### src/rtl/apb_uart_pkg.sv
// apb_uart_pkg: register map, LSR bit positions, TX FSM states and baud reload helper
package apb_uart_pkg;
  localparam logic [2:0] IDX_RBR = 3'd0;
  localparam logic [2:0] IDX_THR = 3'd0;
  localparam logic [2:0] IDX_DLL = 3'd0;
  localparam logic [2:0] IDX_IER = 3'd1;
  localparam logic [2:0] IDX_DLM = 3'd1;
  localparam logic [2:0] IDX_IIR = 3'd2;
  localparam logic [2:0] IDX_FCR = 3'd2;
  localparam logic [2:0] IDX_LCR = 3'd3;
  localparam logic [2:0] IDX_LSR = 3'd5;
  localparam logic [2:0] IDX_SCR = 3'd7;
  localparam int LSR_THRE = 5;
  localparam int LSR_TEMT = 6;
  typedef enum logic [1:0] {IDLE, START, DATA, STOP} tx_state_e;
  function automatic logic [19:0] baud_reload(input logic [15:0] d);
    return {d, 4'b0000} - 20'd1;
  endfunction
endpackage

### src/rtl/uart_tx_fifo.sv
// uart_tx_fifo: synchronous FIFO with wrap-bit pointers, clear and usage count
module uart_tx_fifo #(
  parameter int DEPTH = 16,
  parameter int WIDTH = 8,
  localparam int AW = $clog2(DEPTH)
) (
  input  logic             clk,
  input  logic             rst,
  input  logic             i_push,
  input  logic             i_pop,
  input  logic             i_clear,
  input  logic [WIDTH-1:0] i_data,
  output logic [WIDTH-1:0] o_data,
  output logic             o_full,
  output logic             o_empty,
  output logic [AW:0]      o_usage
);
  logic [WIDTH-1:0] r_mem [DEPTH];
  logic [AW:0] r_wr, r_rd;
  logic w_push, w_pop;
  assign o_empty = r_wr == r_rd;
  assign o_full = (r_wr[AW] != r_rd[AW]) && (r_wr[AW-1:0] == r_rd[AW-1:0]);
  assign o_usage = r_wr - r_rd;
  assign o_data = r_mem[r_rd[AW-1:0]];
  // a full FIFO still accepts a push when a pop frees a slot on the same edge
  assign w_push = i_push & (!o_full | i_pop);
  assign w_pop = i_pop & !o_empty;
  always_ff @(posedge clk) begin
    if (rst | i_clear) begin
      r_wr <= '0;
      r_rd <= '0;
    end else begin
      if (w_push) r_wr <= r_wr + {{AW{1'b0}}, 1'b1};
      if (w_pop) r_rd <= r_rd + {{AW{1'b0}}, 1'b1};
    end
  end
  always_ff @(posedge clk) if (w_push) r_mem[r_wr[AW-1:0]] <= i_data;
endmodule

### src/rtl/apb_uart_tx.sv
// apb_uart_tx: APB slave with a 16550-style register subset driving a serial TX line
module apb_uart_tx
  import apb_uart_pkg::*;
#(
  parameter int          FIFO_DEPTH     = 16,
  parameter int          APB_ADDR_WIDTH = 32,
  parameter logic [15:0] RST_DIVISOR    = 16'd1
) (
  input  logic                      CLK,
  input  logic                      RST,
  input  logic                      PSEL,
  input  logic                      PENABLE,
  input  logic                      PWRITE,
  input  logic [APB_ADDR_WIDTH-1:0] PADDR,
  input  logic [31:0]               PWDATA,
  output logic [31:0]               PRDATA,
  output logic                      PREADY,
  output logic                      PSLVERR,
  output logic                      INT,
  output logic                      SOUT
);
  localparam int AW = $clog2(FIFO_DEPTH);
  logic [7:0] r_lcr, r_scr, r_dll, r_dlm, r_shift;
  logic r_etbei, r_fifo_en, r_stop2, r_stop_done, r_sout;
  logic [2:0] r_bit, r_last;
  logic [19:0] r_cnt;
  tx_state_e r_state;
  logic [2:0] w_idx;
  logic [7:0] w_rdata, w_lsr, w_fifo_data;
  logic [15:0] w_div;
  logic [AW:0] w_usage;
  logic w_wr, w_rd, w_dlab, w_thr_wr, w_clear, w_push, w_pop, w_full, w_empty, w_d_nz, w_tick, w_stop_end;
  logic w_unused;
  assign w_unused = ^{PADDR[APB_ADDR_WIDTH-1:5], PADDR[1:0], PWDATA[31:8]};
  assign w_idx = PADDR[4:2];
  assign w_wr = PSEL & PENABLE & PWRITE;
  assign w_rd = PSEL & PENABLE & !PWRITE;
  assign w_dlab = r_lcr[7];
  assign w_div = {r_dlm, r_dll};
  assign w_d_nz = |w_div;
  assign w_thr_wr = w_wr & (w_idx == IDX_THR) & !w_dlab;
  assign w_clear = w_wr & (w_idx == IDX_FCR) & PWDATA[2];
  assign w_tick = w_d_nz & (r_state != IDLE) & (r_cnt == '0);
  assign w_stop_end = (r_state == STOP) & w_tick & (!r_stop2 | r_stop_done);
  assign w_pop = !w_empty & w_d_nz & ((r_state == IDLE) | w_stop_end);
  // with the FIFO disabled only a single character may be held
  assign w_push = w_thr_wr & ((r_fifo_en ? !w_full : (w_usage == '0)) | w_pop);
  assign INT = r_etbei & w_empty;
  assign SOUT = r_sout;
  assign PREADY = 1'b1;
  assign PSLVERR = 1'b0;
  assign PRDATA = {24'b0, w_rd ? w_rdata : 8'h00};
  uart_tx_fifo #(.DEPTH(FIFO_DEPTH), .WIDTH(8)) u_fifo (
    .clk(CLK), .rst(RST), .i_push(w_push), .i_pop(w_pop), .i_clear(w_clear), .i_data(PWDATA[7:0]),
    .o_data(w_fifo_data), .o_full(w_full), .o_empty(w_empty), .o_usage(w_usage)
  );
  always_comb begin
    w_lsr = '0;
    w_lsr[LSR_THRE] = w_empty;
    w_lsr[LSR_TEMT] = w_empty & (r_state == IDLE);
    case (w_idx)
      IDX_RBR: w_rdata = w_dlab ? r_dll : 8'h00;
      IDX_IER: w_rdata = w_dlab ? r_dlm : {6'b0, r_etbei, 1'b0};
      IDX_IIR: w_rdata = {r_fifo_en, r_fifo_en, 2'b00, INT ? 4'h2 : 4'h1};
      IDX_LCR: w_rdata = r_lcr;
      IDX_LSR: w_rdata = w_lsr;
      IDX_SCR: w_rdata = r_scr;
      default: w_rdata = 8'h00;
    endcase
  end
  always_ff @(posedge CLK) begin
    if (RST) begin
      r_lcr <= '0;
      r_scr <= '0;
      r_etbei <= 1'b0;
      r_fifo_en <= 1'b0;
      r_dll <= RST_DIVISOR[7:0];
      r_dlm <= RST_DIVISOR[15:8];
    end else if (w_wr) begin
      case (w_idx)
        IDX_DLL: if (w_dlab) r_dll <= PWDATA[7:0];
        IDX_DLM: if (w_dlab) r_dlm <= PWDATA[7:0]; else r_etbei <= PWDATA[1];
        IDX_FCR: r_fifo_en <= PWDATA[0];
        IDX_LCR: r_lcr <= PWDATA[7:0];
        IDX_SCR: r_scr <= PWDATA[7:0];
        default: ;
      endcase
    end
  end
  // frame format is captured at pop so later LCR writes only affect the next character
  always_ff @(posedge CLK) begin
    if (RST) begin
      r_state <= IDLE;
      r_cnt <= '0;
      r_sout <= 1'b1;
      r_shift <= '0;
      r_bit <= '0;
      r_last <= '0;
      r_stop2 <= 1'b0;
      r_stop_done <= 1'b0;
    end else if (w_pop) begin
      r_state <= START;
      r_cnt <= baud_reload(w_div);
      r_sout <= 1'b0;
      r_shift <= w_fifo_data;
      r_bit <= '0;
      r_last <= 3'd4 + {1'b0, r_lcr[1:0]};
      r_stop2 <= r_lcr[2];
      r_stop_done <= 1'b0;
    end else if (w_tick) begin
      r_cnt <= baud_reload(w_div);
      case (r_state)
        START: begin
          r_state <= DATA;
          r_sout <= r_shift[0];
          r_shift <= r_shift >> 1;
        end
        DATA: if (r_bit == r_last) begin
          r_state <= STOP;
          r_sout <= 1'b1;
        end else begin
          r_bit <= r_bit + 3'd1;
          r_sout <= r_shift[0];
          r_shift <= r_shift >> 1;
        end
        STOP: if (r_stop2 & !r_stop_done) r_stop_done <= 1'b1; else r_state <= IDLE;
        default: ;
      endcase
    end else if (w_d_nz & (r_state != IDLE)) r_cnt <= r_cnt - 20'd1;
  end
endmodule

### config.mk
export PLATFORM = sky130hd
export DESIGN_NAME = apb_uart_tx
export DESIGN_NICKNAME = d
export VERILOG_FILES = /design/src/rtl/apb_uart_pkg.sv /design/src/rtl/uart_tx_fifo.sv /design/src/rtl/apb_uart_tx.sv
export SDC_FILE = /design/constraint.sdc
export NUM_CORES = 1
export LEC_CHECK = 0
export ABC_CLOCK_PERIOD_IN_PS = 4230
export BUFFER_PORTS_ARGS = -buffer_cell sky130_fd_sc_hd__buf_2
export CAP_MARGIN = 20
export CORE_UTILIZATION = 24
export DETAILED_ROUTE_END_ITERATION = 7
export PLACE_DENSITY = 0.48
export SYNTH_ARGS = -nofsm -noshare
export SYNTH_HDL_FRONTEND = slang
export SYNTH_SLANG_ARGS = --single-unit
### constraint.sdc
create_clock -name CLK -period 4.23 [get_ports CLK]
set_input_delay 0.423 -clock CLK [delete_from_list [all_inputs] [get_ports CLK]]
set_output_delay 0.423 -clock CLK [all_outputs]
set_load 0.02 [all_outputs]
# Yosys cells after proc, flatten, opt, wreduce, memory -nomap -nowiden

Memories as Yosys holds them, arrays and structs flattened. A register that Yosys moved wholly into a read port is not among the register bits.
Index checks and enable logic that the tools add are counted.

Bits in writable memories: 128
Output and inout bits: 36
Flip-flop bits (word level): 83
Bits of input ports: 69
Word-level logic and storage cells: 125
Memories kept: 1

Add/subtract/negate cells: 7
Equality and inequality tests: 17
Reductions and logical operators: 31
Mux-type cells: 26
Bitwise operators: 26

Memory list:

| name         | words | bits a word | rd ports | clocked after Yosys merged registers in | write ports | RTL line           | RTL |
|---|---|---|---|---|---|---|---|
| u_fifo.r_mem | 16    | 8           | 1        | 1                                       | 1           | uart_tx_fifo.sv:18 | `logic [WIDTH-1:0] r_mem [DEPTH];` |

Operators by type and width:

| kind                                                                   | count |
|---|---|
| 20-bit 2-to-1 mux                                                      | 3 |
| 8-bit 2-to-1 mux                                                       | 6 |
| 8-bit one-hot mux with 6 select lines                                  | 1 |
| 20-bit by 1-bit subtractor with 20-bit output (second input constant)  | 2 |
| 20-bit zero test                                                       | 1 |
| 1-bit bitwise AND                                                      | 19 |
| 3-bit AND reduction                                                    | 6 |
| 8-bit one-hot mux with 2 select lines                                  | 1 |
| 16-bit OR reduction                                                    | 1 |
| 5-bit by 1-bit adder with 5-bit output (second input constant)         | 2 |
| 3-bit by 2-bit != test with 1-bit output (second input constant)       | 3 |
| 3-bit nonzero test                                                     | 3 |
| 1-bit 2-to-1 mux                                                       | 8 |
| 4-bit 2-to-1 mux                                                       | 2 |
| 2-bit AND reduction                                                    | 4 |
| 4-bit AND reduction                                                    | 2 |
| 3-bit by 2-bit equality test with 1-bit output (second input constant) | 2 |
| 3-bit equality test (second input constant)                            | 2 |
| 1-bit zero test                                                        | 6 |
| 2-bit 2-to-1 mux                                                       | 3 |
| 2-bit one-hot mux with 3 select lines                                  | 1 |
| 5-bit equality test                                                    | 1 |
| 5-bit zero test                                                        | 1 |
| 1-bit bitwise OR                                                       | 5 |
| other kinds (18)                                                       | 22 |

# Depth between registers and ports, before layout

Depth after elaboration: 12
Mapped depth: 10
Mapped depth without buffers: 8

# Cells and area by module

From an unflattened synthesis, not the netlist that was laid out.

Cells, all modules: 860
Area total of the unflattened synthesis: 10201.0 µm²

By module, submodules not included:

| module       | instances | area each (µm²) | seq. area each (µm²) | cells each |
|---|---|---|---|---|
| uart_tx_fifo | 1         | 5661.7          | 4124.0               | 302 |
| apb_uart_tx  | 1         | 4539.4          | 1461.4               | 558 |

# Worst setup path after synthesis

No wires, ideal clock.

Path kind: register to register
From: register r_cnt[10]
To: memory u_fifo.r_mem[10][0], enable pin
Buffers on the path: 2
Slack: 1266 ps
Clock period less this slack: 2964 ps
Stages on the path, launching flop included: 9
Data arrival time: 2632 ps
Setup time: 332 ps
Cell sequence: dfxtp_1 > or4_4 > or3_1 > clkbuf_2 > o31a_1 > o32a_1 > nor2_1 > clkbuf_1 > and3_1

Cells in the longest elaborated chain, start to end: 11
Elaborated cells on any way between the ends: 12
Those cells by class: mux: 2; bitwise: 9; reduce/logical: 1

RTL lines:

| what                                       | RTL line           | RTL |
|---|---|---|
| start, declared                            | apb_uart_tx.sv:26  | `logic [19:0] r_cnt;` |
| start signal, assigned                     | apb_uart_tx.sv:103 | `r_cnt <= baud_reload(w_div);` |
| start signal, assigned                     | apb_uart_tx.sv:111 | `r_cnt <= baud_reload(w_div);` |
| start signal, assigned                     | apb_uart_tx.sv:129 | `end else if (w_d_nz & (r_state != IDLE)) r_cnt <= r_cnt - 20'd1;` |
| 20-bit zero test (*)                       | apb_uart_tx.sv:43  | `assign w_tick = w_d_nz & (r_state != IDLE) & (r_cnt == '0);` |
| 1-bit bitwise AND (*)                      | apb_uart_tx.sv:43  |  |
| 1-bit bitwise AND (*) (2 in series)        | apb_uart_tx.sv:44  | `assign w_stop_end = (r_state == STOP) & w_tick & (!r_stop2 \| r_stop_done);` |
| 1-bit bitwise OR (*)                       | apb_uart_tx.sv:45  | `assign w_pop = !w_empty & w_d_nz & ((r_state == IDLE) \| w_stop_end);` |
| 1-bit bitwise AND (*)                      | apb_uart_tx.sv:45  |  |
| 1-bit bitwise OR                           | apb_uart_tx.sv:47  | `assign w_push = w_thr_wr & ((r_fifo_en ? !w_full : (w_usage == '0)) \| w_pop);` |
| 1-bit bitwise AND                          | apb_uart_tx.sv:47  |  |
| 1-bit bitwise AND (*)                      | uart_tx_fifo.sv:26 | `assign w_push = i_push & (!o_full \| i_pop);` |
| 1-bit 2-to-1 mux (*)                       | uart_tx_fifo.sv:37 | `always_ff @(posedge clk) if (w_push) r_mem[r_wr[AW-1:0]] <= i_data;` |
| 1-bit 2-to-1 mux (not written as such) (*) | uart_tx_fifo.sv:37 |  |
| end, declared                              | uart_tx_fifo.sv:18 |  |

Every way passes the cells marked *; elsewhere a longest branch is shown, timed or not.

# Final worst setup path

From: register r_dll[0]
To: memory u_fifo.r_mem[0][6], enable pin

Cells in the longest elaborated chain, start to end: 12
Elaborated cells on any way between the ends: 14
Those cells by class: mux: 2; bitwise: 11; reduce/logical: 1

RTL lines:

| what                                       | RTL line           | RTL |
|---|---|---|
| start, declared                            | apb_uart_tx.sv:23  | `logic [7:0] r_lcr, r_scr, r_dll, r_dlm, r_shift;` |
| start signal, assigned                     | apb_uart_tx.sv:77  | `r_dll <= RST_DIVISOR[7:0];` |
| start signal, assigned                     | apb_uart_tx.sv:81  | `IDX_DLL: if (w_dlab) r_dll <= PWDATA[7:0];` |
| 16-bit OR reduction (*)                    | apb_uart_tx.sv:40  | `assign w_d_nz = \|w_div;` |
| 1-bit bitwise AND (2 in series)            | apb_uart_tx.sv:43  |  |
| 1-bit bitwise AND (2 in series)            | apb_uart_tx.sv:44  |  |
| 1-bit bitwise OR                           | apb_uart_tx.sv:45  |  |
| 1-bit bitwise AND (*)                      | apb_uart_tx.sv:45  |  |
| 1-bit bitwise OR                           | apb_uart_tx.sv:47  |  |
| 1-bit bitwise AND                          | apb_uart_tx.sv:47  |  |
| 1-bit bitwise AND (*)                      | uart_tx_fifo.sv:26 |  |
| 1-bit 2-to-1 mux (*)                       | uart_tx_fifo.sv:37 |  |
| 1-bit 2-to-1 mux (not written as such) (*) | uart_tx_fifo.sv:37 |  |

Marks and branches as above.

==> key figures <==
Cells and area
  – Multi-input gate area: 0.003995 sq mm
  – N_diodes: 0
  – Util after Layout: 27.63%
  – Total Nets Final: 905
  – Synthesis-to-layout area growth: 13.77%
  – Layout cells sized above 1: 14.71%
  – Seq. cell area: 0.005587 sq mm
  – Filler Cells Inserted: 4248

Synthesis
  – Ys async rst share: 0%
  – Post-synth top flop: edfxtp_1
  – Post-synth EDFFs: 128
  – Mapped Avg Cell Area: 12.41 sq um
  – Synth cell count leaders: edfxtp_1 (128), nor2_1 (95), dfxtp_1 (87)
  – Cell with the most instances after synthesis: edfxtp_1
  – #FFs+latches synth: 215
  – Cell taking the most area after synthesis: edfxtp_1
  – Top cell type's share of synthesized area: 38.85%
  – Top cells by area, synth: edfxtp_1 (39%), dfxtp_1 (18%), mux4_2 (9.1%), mux2i_1 (5.2%), nor2_1 (3.6%)
  – Sequential cell area fraction in the yosys report: 56.45%
  – Gate Count Post-Synth: 797
  – Synth warn: 0
  – Cell area after synthesis: 0.009894 sq mm
  – Synth cell types: 58

Clock tree
  – Clock Path Buffers: 3
  – Root buffer cell: clkbuf_16
  – Htree depth: 1
  – Post-CTS Hold Fix Bufs: 0
  – Clk slew on worst S/H paths: 0.07 ns
  – Cts repair resizes: 0
  – Sink Count: 215
  – Later-pin clock latency in the skew report: 0.56 ns
  – Setup Fix Bufs, Post-CTS: 0
  – TritonCTS clock tree: built
  – CTS Buf Count: 24

Setup path
  – Worst Setup End Kind: register
  – CP Max Fanout: 15
  – Worst EP arrival: 3.45 ns
  – Worst endpoint required time: 4.45 ns
  – CP cell instances: inv_1 -> ha_1 -> nor3b_1 -> nand2_1 -> o31ai_1 -> buf_4 -> o32a_1 -> nor2_1 -> buf_4 -> and3_1
  – Worst path slowest cell: nor3b_1
  – Worst Path Class, Setup: reg -> reg
  – CP startpoint kind: register
  – CP peak stage delay: 0.61 ns
  – CP most frequent cell: buf_4

Floorplan
  – Core area: 0.04074 sq mm
  – Die area: 0.04204 sq mm
  – Initial Utilization: 24.29%
  – Num rows: 74
  – Ports: 105
  – Die Width: 205.0 um
  – Die height: 205.0 um

Power
  – Total power: 0.006301 W
  – LEAKAGE: 3.654 nW
  – P per Cell Area: 559.7 mW/mm^2
  – Max VDD drop: 374.4 uV

Timing
  – Setup violators final: 0
  – Hold_ws: 0.3444 ns
  – Max Fclk: 309.5 MHz
  – Final Hold Fails: 0
  – Post-layout min period: 3.231 ns
  – Fin Setup TNS: 0 ns
  – RSZ-0062 raised after global routing: false
  – Max Clock Skew: 0.04184 ns
  – Final Cycle Share: 76.38%
  – Actual slew at the worst max-slew pin: 1.064 ns
  – Worst slew margin: 28.84%
  – Max-slew violations: 0

GRT
  – Total gr overflow: 0
  – Global-route wire length before repair: 37050 um
  – Largest net degree at the start of global routing: 70
  – Initial antenna violation count: 0
  – Vias in the first global route: 6041
  – Total GRT Usage: 11.65%

Drt
  – Drt via density: 4.500
  – Wire length per cell: 17.51 um
  – Routed WL: 23950 um
  – Vias: 6156
  – First DRT Iteration DRCs: 311
  – Antenna-violating nets left: 0
  – Remaining DRCs: 0
  – DRT Pass-1 Iters: 4

Run status
  – Status: complete, no violations

Place
  – Dpl hpwl: 15660 um
  – GPL Wtd Cong: 0.7810
  – Number of port buffers: 25

Min path
  – HP Class: in -> reg

Flow run
  – Max-Cap Viols: 0
layout by cell type (no fill, tap or decap), drive strengths merged, types with 4 or more instances in the layout:
cell type and count:
inv 16, nor3 19, and3 16, nor4 12, nor2 95, edfxtp 128, nand3 17, buf 33
ha 18, o32ai 4, clkinv 8, nand3b 4, or2 5, mux2i 51, a211oi 17, conb 26
o31ai 7, or4 4, o21ai 17, or3 5, a31oi 8, o31a 4, nand2b 8, mux4 40
nand4 4, a21oi 30, nand4b 5, xnor2 24, nor3b 4, clkbuf 34, dfxtp 87, xor2 9
nand2 40
power breakdown:
group	total [W]	switching [W]	internal, W
combinational	0.00185	0.00113	0.000724
clock	0.00200	0.000877	0.00113
sequential	0.00245	0.0000996	0.00235
state kept, by name, indices dropped and copies added, names as in the netlist, 2 cells and up, named ones only:
name	cells
u_fifo.r_mem	128
r_cnt	20
r_dll	8
r_dlm	8
r_lcr	8
r_scr	8
r_shift	8
u_fifo.r_rd	5
u_fifo.r_wr	5
r_bit	3
r_last	3
r_state	2
kinds of logic after synthesis:
logic type / after synthesis / synth area share [%]
buffers and inverters: 79 / 4.084
XOR/XNOR: 33 / 2.921
multiplexers: 94 / 14.61
AO/OA/AOI/OAI: 107 / 7.081
AND/OR/NAND/NOR: 249 / 12.51
flip-flops: 215 / 56.45
other: 2 / 0.07590
adder cells (fa/ha/maj): 18 / 2.276
final cells by class:
cell class                      count  share of cell area [%]
Sequential cell                   215                   49.63
Multi-Input combinational cell    527                   35.49
Clock buffer                       34                   6.024
Tap cell                          532                   5.913
Timing Repair Buffer               33                   1.645
Clock inverter                     10                  0.7336
Inverter                           17                  0.5669
final timing paths:
check	to	from	cells after the start	slack [ns]
hold / removal	u_fifo.r_mem[9][3]	PWDATA[3]	1	0.34
setup / recovery	u_fifo.r_mem[0][6]	r_dll[0]	10	1.0
setup reg to reg	u_fifo.r_mem[0][6]	r_dll[0]	10	1.0
hold reg to reg	r_cnt[17]	r_cnt[17]	2	0.47
stage by stage:
step	cell area, sq um	instances	setup WS, ns
detailed placement	10500	1324	1.008
CTS	11260	1368	1.018
global route	11260	1368	0.6976
finish	11260	1368	0.9993
floorplan	9985	821	1.266
global placement	10500	1324	1.012
routing by layer:
| layer | part of all wire (%) | vias up | track usage (%) |
|---|---|---|---|
| li1 | - | 2985 | - |
| met1 | 49 | 3037 | 16.28 |
| met2 | 46 | 103 | 18.74 |
| met3 | 3.2 | 31 | 1.925 |
| met4 | 1.8 | 0 | 2.698 |
| met5 | 0 | - | 0 |
worst max-delay path, delay by kind of cell, from the launching register on:
kind / cells / cell delay (ns)
adder cells (fa/ha/maj): 1 / 0.17
AO/OA/AOI/OAI: 2 / 0.62
AND/OR/NAND/NOR: 4 / 1.28
buffers and inverters: 3 / 0.48
flip-flops: 1 / 0.38
Power figures use the tool's default switching activity.
